## src/rtl/hazard_stall_ctrl_pkg.sv

```systemverilog
// Shared definitions for the pipeline stall sequencer:
// FSM state encoding and the zero-register constant.
package hazard_stall_ctrl_pkg;

  typedef enum logic {
    ST_RUN     = 1'b0,
    ST_MD_WAIT = 1'b1
  } state_e;

  localparam logic [4:0] REG_ZERO = 5'd0;

endpackage

```

## src/rtl/hazard_stall_ctrl_sat_counter.sv

```systemverilog
// Saturating up-counter with async active-high clear.
// Ports: clk, clr, inc (count enable), count (holds at all-ones).
module sat_counter #(
  parameter int CNT_W = 16
) (
  input  logic             clk,
  input  logic             clr,
  input  logic             inc,
  output logic [CNT_W-1:0] count
);

  always_ff @(posedge clk or posedge clr) begin
    if (clr) begin
      count <= '0;
    end else if (inc && (count != {CNT_W{1'b1}})) begin
      count <= count + 1'b1;
    end
  end

endmodule

```

## src/rtl/hazard_stall_ctrl.sv

```systemverilog
// Central pipeline sequencer: load-use, branch squash, fetch wait, MUL/DIV stall.
// Ports: clk, clr (async reset), ID/EX hazard inputs -> pc/IF-ID/ID-EX/EX controls, stall_cycles.
module hazard_stall_ctrl
  import hazard_stall_ctrl_pkg::*;
#(
  parameter int MD_LATENCY = 4,
  parameter int CNT_W      = 16
) (
  input  logic             clk,
  input  logic             clr,
  input  logic [4:0]       id_rs,
  input  logic [4:0]       id_rt,
  input  logic             id_uses_rs,
  input  logic             id_uses_rt,
  input  logic             ex_mem_read,
  input  logic [4:0]       ex_rt,
  input  logic             ex_branch_taken,
  input  logic             md_start,
  input  logic             imem_ready,
  output logic             pc_en,
  output logic             if_id_stall,
  output logic             if_id_flush,
  output logic             id_ex_flush,
  output logic             ex_stall,
  output logic [CNT_W-1:0] stall_cycles
);

  localparam int MD_CNT_W = $clog2(MD_LATENCY);

  state_e              state, state_nxt;
  logic [MD_CNT_W-1:0] md_cnt, md_cnt_nxt;
  logic                load_use;

  assign load_use = ex_mem_read && (ex_rt != REG_ZERO) &&
                    ((id_uses_rs && (id_rs == ex_rt)) ||
                     (id_uses_rt && (id_rt == ex_rt)));

  always_ff @(posedge clk or posedge clr) begin
    if (clr) begin
      state  <= ST_RUN;
      md_cnt <= '0;
    end else begin
      state  <= state_nxt;
      md_cnt <= md_cnt_nxt;
    end
  end

  always_comb begin
    state_nxt   = state;
    md_cnt_nxt  = md_cnt;
    pc_en       = 1'b1;
    if_id_stall = 1'b0;
    if_id_flush = 1'b0;
    id_ex_flush = 1'b0;
    ex_stall    = 1'b0;
    if (clr) begin
      pc_en       = 1'b0;
      if_id_flush = 1'b1;
      id_ex_flush = 1'b1;
    end else begin
      unique case (state)
        ST_RUN: begin
          if (ex_branch_taken) begin
            if_id_flush = 1'b1;
            id_ex_flush = 1'b1;
          end else if (md_start) begin
            pc_en       = 1'b0;
            if_id_stall = 1'b1;
            ex_stall    = 1'b1;
            md_cnt_nxt  = MD_CNT_W'(MD_LATENCY - 1);
            state_nxt   = ST_MD_WAIT;
          end else if (load_use) begin
            pc_en       = 1'b0;
            if_id_stall = 1'b1;
            id_ex_flush = 1'b1;
          end else if (!imem_ready) begin
            pc_en       = 1'b0;
            if_id_flush = 1'b1;
          end
        end
        ST_MD_WAIT: begin
          pc_en       = 1'b0;
          if_id_stall = 1'b1;
          ex_stall    = 1'b1;
          md_cnt_nxt  = md_cnt - 1'b1;
          if (md_cnt == MD_CNT_W'(1)) begin
            state_nxt = ST_RUN;
          end
        end
        default: state_nxt = ST_RUN;
      endcase
    end
  end

  sat_counter #(
    .CNT_W(CNT_W)
  ) u_stall_cnt (
    .clk  (clk),
    .clr  (clr),
    .inc  (!pc_en),
    .count(stall_cycles)
  );

endmodule

```

## config.mk

```make
export PLATFORM = sky130hd
export DESIGN_NAME = hazard_stall_ctrl
export DESIGN_NICKNAME = d
export VERILOG_FILES = /design/src/rtl/hazard_stall_ctrl_pkg.sv /design/src/rtl/hazard_stall_ctrl_sat_counter.sv /design/src/rtl/hazard_stall_ctrl.sv
export SDC_FILE = /design/constraint.sdc
export NUM_CORES = 1
export LEC_CHECK = 0
export CAP_MARGIN = 20
export CORE_ASPECT_RATIO = 1.1
export CORE_MARGIN = 8
export CORE_UTILIZATION = 44
export DETAILED_ROUTE_END_ITERATION = 10
export GPL_ROUTABILITY_DRIVEN = 0
export PLACE_DENSITY = 0.84
export RECOVER_POWER = 100
export SLEW_MARGIN = 30
export SYNTH_ARGS = -nofsm -noshare
export SYNTH_HDL_FRONTEND = slang
export SYNTH_SLANG_ARGS = --single-unit
```

## constraint.sdc

```tcl
create_clock -name clk -period 2.5 [get_ports clk]
set_input_delay 0.5 -clock clk [delete_from_list [all_inputs] [get_ports clk]]
set_output_delay 0.5 -clock clk [all_outputs]
set_load 0.005 [all_outputs]
```

; ---- Yosys cells after proc, flatten, opt, wreduce, memory -nomap -nowiden
; Index checks and enable logic that the tools add are counted.
[word_totals]
ff_bits = 19
out_inout_bits = 21
input_bits = 23
word_cells = 52
[op_classes]
bitwise = 2
eq_ne = 6
n_reduce_logical = 9
add_sub_neg = 2
n_mux = 30
[ops]
columns = op, count
row1 = two-way mux 1 bit, 23
row2 = "adder 16 x 1 -> 16 bit, second input constant", 1
row3 = "!= test 16 bit, second input constant", 1
row4 = equality test 5 bit, 2
row5 = one-hot mux 1 bit (2 select lines), 4
row6 = logical AND 1 bit, 5
row7 = nonzero test 5 bit, 1
row8 = two-way mux 2 bit, 2
row9 = "!= test 2 bit, second input constant", 2
row10 = one-hot mux 2 bit (2 select lines), 1
row11 = AND reduction 3 bit, 1
row12 = "equality test 2 x 1 -> 1 bit, second input constant", 1
row13 = inverter 1 bit, 2
row14 = "subtractor 2 x 1 -> 2 bit, second input constant", 1
row15 = logical NOT 1 bit, 1
row16 = logical OR 1 bit, 1

; ---- Longest topological paths before layout
[depth]
depth_word = 11
depth_mapped = 7
mapped_depth_nobuf = 7

; ---- By module
; From an unflattened synthesis, not the netlist that was laid out.
[hier_totals]
hier_cells = 115
area_unflattened_um2 = 1178.6
[by_module_without_submodules]
columns = mod, area_each_um2, seq_area_each_um2, instances, cells_each
row1 = sat_counter, 805.8, 400.4, 1, 71
row2 = hazard_stall_ctrl, 372.9, 75.1, 1, 44

; ---- Worst setup path before layout
; OpenSTA, ideal clock, no wires.
[synth_path]
kind = input -> output
from = input port ex_rt[1]
to = output port if_id_flush
n_path_buf = 0
cell_stages = 5
setup_slack_ps = 431
required_time_ps = 2000
t_arrival_ps = 1569
cell_sequence = or4_1 > o21ai_2 > nor2b_1 > o21ai_0 > a21o_1
[synth_between]
elab_chain_cells = 9
elab_cells_between_ends = 13
classes_between = eq/ne (2) / mux (5) / reduce/logical (6)
[synth_lines]
columns = element, line_no
row1 = start: declaration, hazard_stall_ctrl.sv:16  ; input logic [4:0] ex_rt,
row2 = "equality test 5 bit, on equally long branches", "hazard_stall_ctrl.sv:35, hazard_stall_ctrl.sv:36"
row3 = "logical AND 1 bit, on equally long branches", "hazard_stall_ctrl.sv:35, hazard_stall_ctrl.sv:36"
row4 = logical OR 1 bit, hazard_stall_ctrl.sv:35  ; ((id_uses_rs && (id_rs == ex_rt)) ||
row5 = logical AND 1 bit (*), hazard_stall_ctrl.sv:34  ; assign load_use = ex_mem_read && (ex_rt != REG_ZERO) &&
row6 = two-way mux 1 bit (*), hazard_stall_ctrl.sv:72  ; end else if (load_use) begin
row7 = two-way mux 1 bit (*), hazard_stall_ctrl.sv:66  ; end else if (md_start) begin
row8 = two-way mux 1 bit (*), hazard_stall_ctrl.sv:63  ; if (ex_branch_taken) begin
row9 = two-way mux 1 bit (*), hazard_stall_ctrl.sv:61  ; unique case (state)
row10 = two-way mux 1 bit (*), hazard_stall_ctrl.sv:56  ; if (clr) begin
row11 = end: declaration, hazard_stall_ctrl.sv:22  ; output logic if_id_flush,
; Mark *: on every way between the ends. The rest lies on a longest branch, timed or not.

; ---- Worst setup path in the final report
[layout_path]
from = input port ex_rt[3]
to = output port if_id_flush
; The elaborated chain is that of the path after synthesis.

==> flow_summary_export.csv <==
group,metric,value,unit
outcome,status,"finished, final reports clean",
yosys,syn-cell-area,0.00118,sq mm
critical_path,reg2reg_to,"u_stall_cnt.count[1]$_DFFE_PP0P_",
detailed_routing,routedWlPerCell,16.4,microns
yosys,yosysSeqAreaShare,40.1,%
yosys,yosysMostFrequentCell,"dfrtp_1",
yosys,ys_top_cells_by_area,"dfrtp_1, xor2_1, xnor2_1, nor2_1, and3_1",
detailed_routing,ant_nets,0,
timing,whs,483,ps
floorplanning,die_height,70.4,microns
cts,root_buffer,"clkbuf_4",
yosys,synth-edff-count,0,
cts,cts-hold-fix-buffers,0,
yosys,yosysWarningCount,0,
cts,ctsHtreeMaxLevel,1,
critical_path,crit_required,2000,ps
timing,fin_crit_sh,96.6,%
timing,slew_headroom,51.8,%
yosys,synthCells,116,
global_routing,grt.total_usage,15.3,%
placed_design,portBuffers,43,
timing,finalHoldViolCount,0,
detailed_routing,drt_first_pass_iters,4,
pwr,pwr-share-seq,42.8,%
critical_path,reg2reg_from,"state$_DFFE_PP0N_",
pwr,p_per_area,759,mW/mm^2
critical_path,crit_path_end_kind,"primary output",
timing,setup_viol,0,
cts,clock-sinks,19,
yosys,syn_nets,141,
yosys,synth_top_area_share,40.1,%
critical_path,startpoint,"ex_rt[3]",
pwr,clkPwrFrac,11.3,%
final_layout,nets,199,
detailed_routing,drt-initial-drc-count,56,
final_layout,fill_cells,200,
yosys,yosys-top-cells-count,"dfrtp_1, xor2_1, nor2_1, xnor2_1, nand2_1",
critical_path,start_kind,"input port",
yosys,ys.flop_type,"dfrtp_1",
cts,clk_path_buf_depth,2,
cts,cts_buffers,3,
run,maxCapViolations,0,
yosys,synth-seq-cells,19,
yosys,ys_types,34,
worst_hold_path,hold_path.class,"reg -> reg",
detailed_routing,vias,1069,
global_routing,grt-ovfl-total,0,
final_layout,final_util,70.7,%
final_layout,drive_gt1_share,20.2,%
cts,tritoncts,"done",
pwr,switching_power,0.000500,W
detailed_routing,post-route-drc-count,0,
timing,max_freq,414,MHz
yosys,syn_avg_cell_area,10.2,sq um
global_routing,grt_max_degree,20,
floorplanning,dieArea,0.00461,sq mm
critical_path,rrSetupSlack,370,ps
floorplanning,start_util,47.0,%
cts,post_cts_buffers,0,
yosys,netlist.top_cell.by_area,"dfrtp_1",
critical_path,cp_max_fo,3,
pwr,p_int,0.000852,W
floorplanning,core,0.00252,sq mm
pwr,combPwrFrac,45.9,%
critical_path,endpoint,"if_id_flush",
yosys,synthArstFlopShare,100,%
floorplanning,rows,19,
pwr,switching_share,37.0,%
floorplanning,die_w,65.5,microns
critical_path,ff2ff_path_depth,6,
final_layout,num_antenna_cells,0,
global_routing,grt_pass1_vias,1208,
pwr,leakage,0.865,nW
cts,cts.clk_slew.worst_paths,100,ps
timing,fin_skew,12.0,ps
final_layout,syn_to_final_growth,50.4,%
global_routing,grt_pass1_wl,5.62,mm
global_routing,antenna_found_initial,0,
placed_design,hpwl,2.62,mm
timing,setup_ws,86.2,ps
pwr,ir_drop,0.000714,V
timing,layout_min_cycle_time,2410,ps
critical_path,crit_type,"in -> out",
timing,worstMarginPinSlew,722,ps
floorplanning,ios,44,
placed_design,place_ws,-590,ps
detailed_routing,routed_via_density,5.24,
critical_path,cp.arrival,1910,ps
detailed_routing,finalWirelength,3.34,mm
timing,report.final.slew_viol_count,0,
cts,clk_latency,300,ps
-- placed cells by master (no fill, tap or decap), drive strengths merged, types with 5 or more instances in the layout --
master          n
clkbuf          5
xnor2          10
clkdlybuf4s50   9
dlymetal6s2s    7
dlygate4sd3    16
nor2           11
and3            6
dfrtp          19
a21oi           7
buf            14
nand2           9
xor2           15
-- sequential cells by signal, summed over array words and instances, names as in the netlist --
signal	flops
md_cnt	2
state	1
u_stall_cnt.count	16
-- final cells by class --
type	count	area, sq um	area share, %
Sequential cell	19	475	26.7
Clock buffer	3	22.5	1.26
Inverter	4	15.0	0.843
Tap cell	31	38.8	2.18
Timing Repair Buffer	55	510	28.7
Clock inverter	1	5.00	0.281
Multi-Input combinational cell	91	714	40.1
-- metal layers --
| metal | GRT usage, % | vias up | routed length [microns] |
|---|---|---|---|
| met4 | 5.10 | 0 | 29 |
| met5 | 0 | - | 0 |
| li1 | - | 522 | - |
| met3 | 4.31 | 4 | 117 |
| met2 | 27.9 | 22 | 1920 |
| met1 | 16.2 | 521 | 1280 |
-- power groups by stage --
stage / Clock [W] / Combinational, W / Sequential, W
6_report: 0.000152 / 0.000621 / 0.000578
5_1_grt: 0.000181 / 0.000690 / 0.000602
4_1_cts: 0.000159 / 0.000670 / 0.000584
3_5_place_dp: 0 / 0.000675 / 0.000588
3_3_place_gp: 0 / 0.000649 / 0.000572
2_1_floorplan: 0 / 0.000306 / 0.000567
-- through the flow --
step | area (sq um) | setup TNS, ps | total power (W) | cells
after global placement | 1730 | -2680 | 0.00122 | 200
final | 1780 | 0 | 0.00135 | 204
after detailed placement | 1730 | -3460 | 0.00126 | 200
after floorplan | 1180 | 0 | 0.000873 | 116
after global routing | 1780 | -2.36 | 0.00147 | 204
after CTS | 1750 | 0 | 0.00141 | 204
-- cell families after synthesis --
| family | count (synthesis) | share of synthesized area (%) |
|---|---|---|
| simple gates | 49 | 25.6 |
| mux | 1 | 1.27 |
| buf+inv | 6 | 2.85 |
| compound gates | 14 | 9.61 |
| flops | 19 | 40.1 |
| fa+ha+maj | 2 | 2.11 |
| xor+xnor | 25 | 18.5 |
-- worst min-delay path by stage --
stage	from	endpoint	slack [ps]	cells past startpoint
finish	md_cnt[0]$_DFFE_PP0P_	md_cnt[0]$_DFFE_PP0P_	480	1
floorplan	md_cnt[0]$_DFFE_PP0P_	md_cnt[0]$_DFFE_PP0P_	450	1
global route	md_cnt[0]$_DFFE_PP0P_	md_cnt[0]$_DFFE_PP0P_	520	1
global placement	md_cnt[0]$_DFFE_PP0P_	md_cnt[0]$_DFFE_PP0P_	460	1
detailed placement	md_cnt[0]$_DFFE_PP0P_	md_cnt[0]$_DFFE_PP0P_	470	1
CTS	md_cnt[0]$_DFFE_PP0P_	md_cnt[0]$_DFFE_PP0P_	490	1
-- critical path: stages --
cell and delay, ps:
clkdlybuf4s15_1 240, or4_4 540, o21ai_4 170, nor2b_1 60, o21ai_1 160, a21o_1 130
buf_2 110
-- timing repair --
item | in CTS | in global routing
pin swaps | 10 | 12
gates resized for setup | 25 | 14
endpoints found under the setup margin | 4 | 5
(Power assumes the default switching activity.)
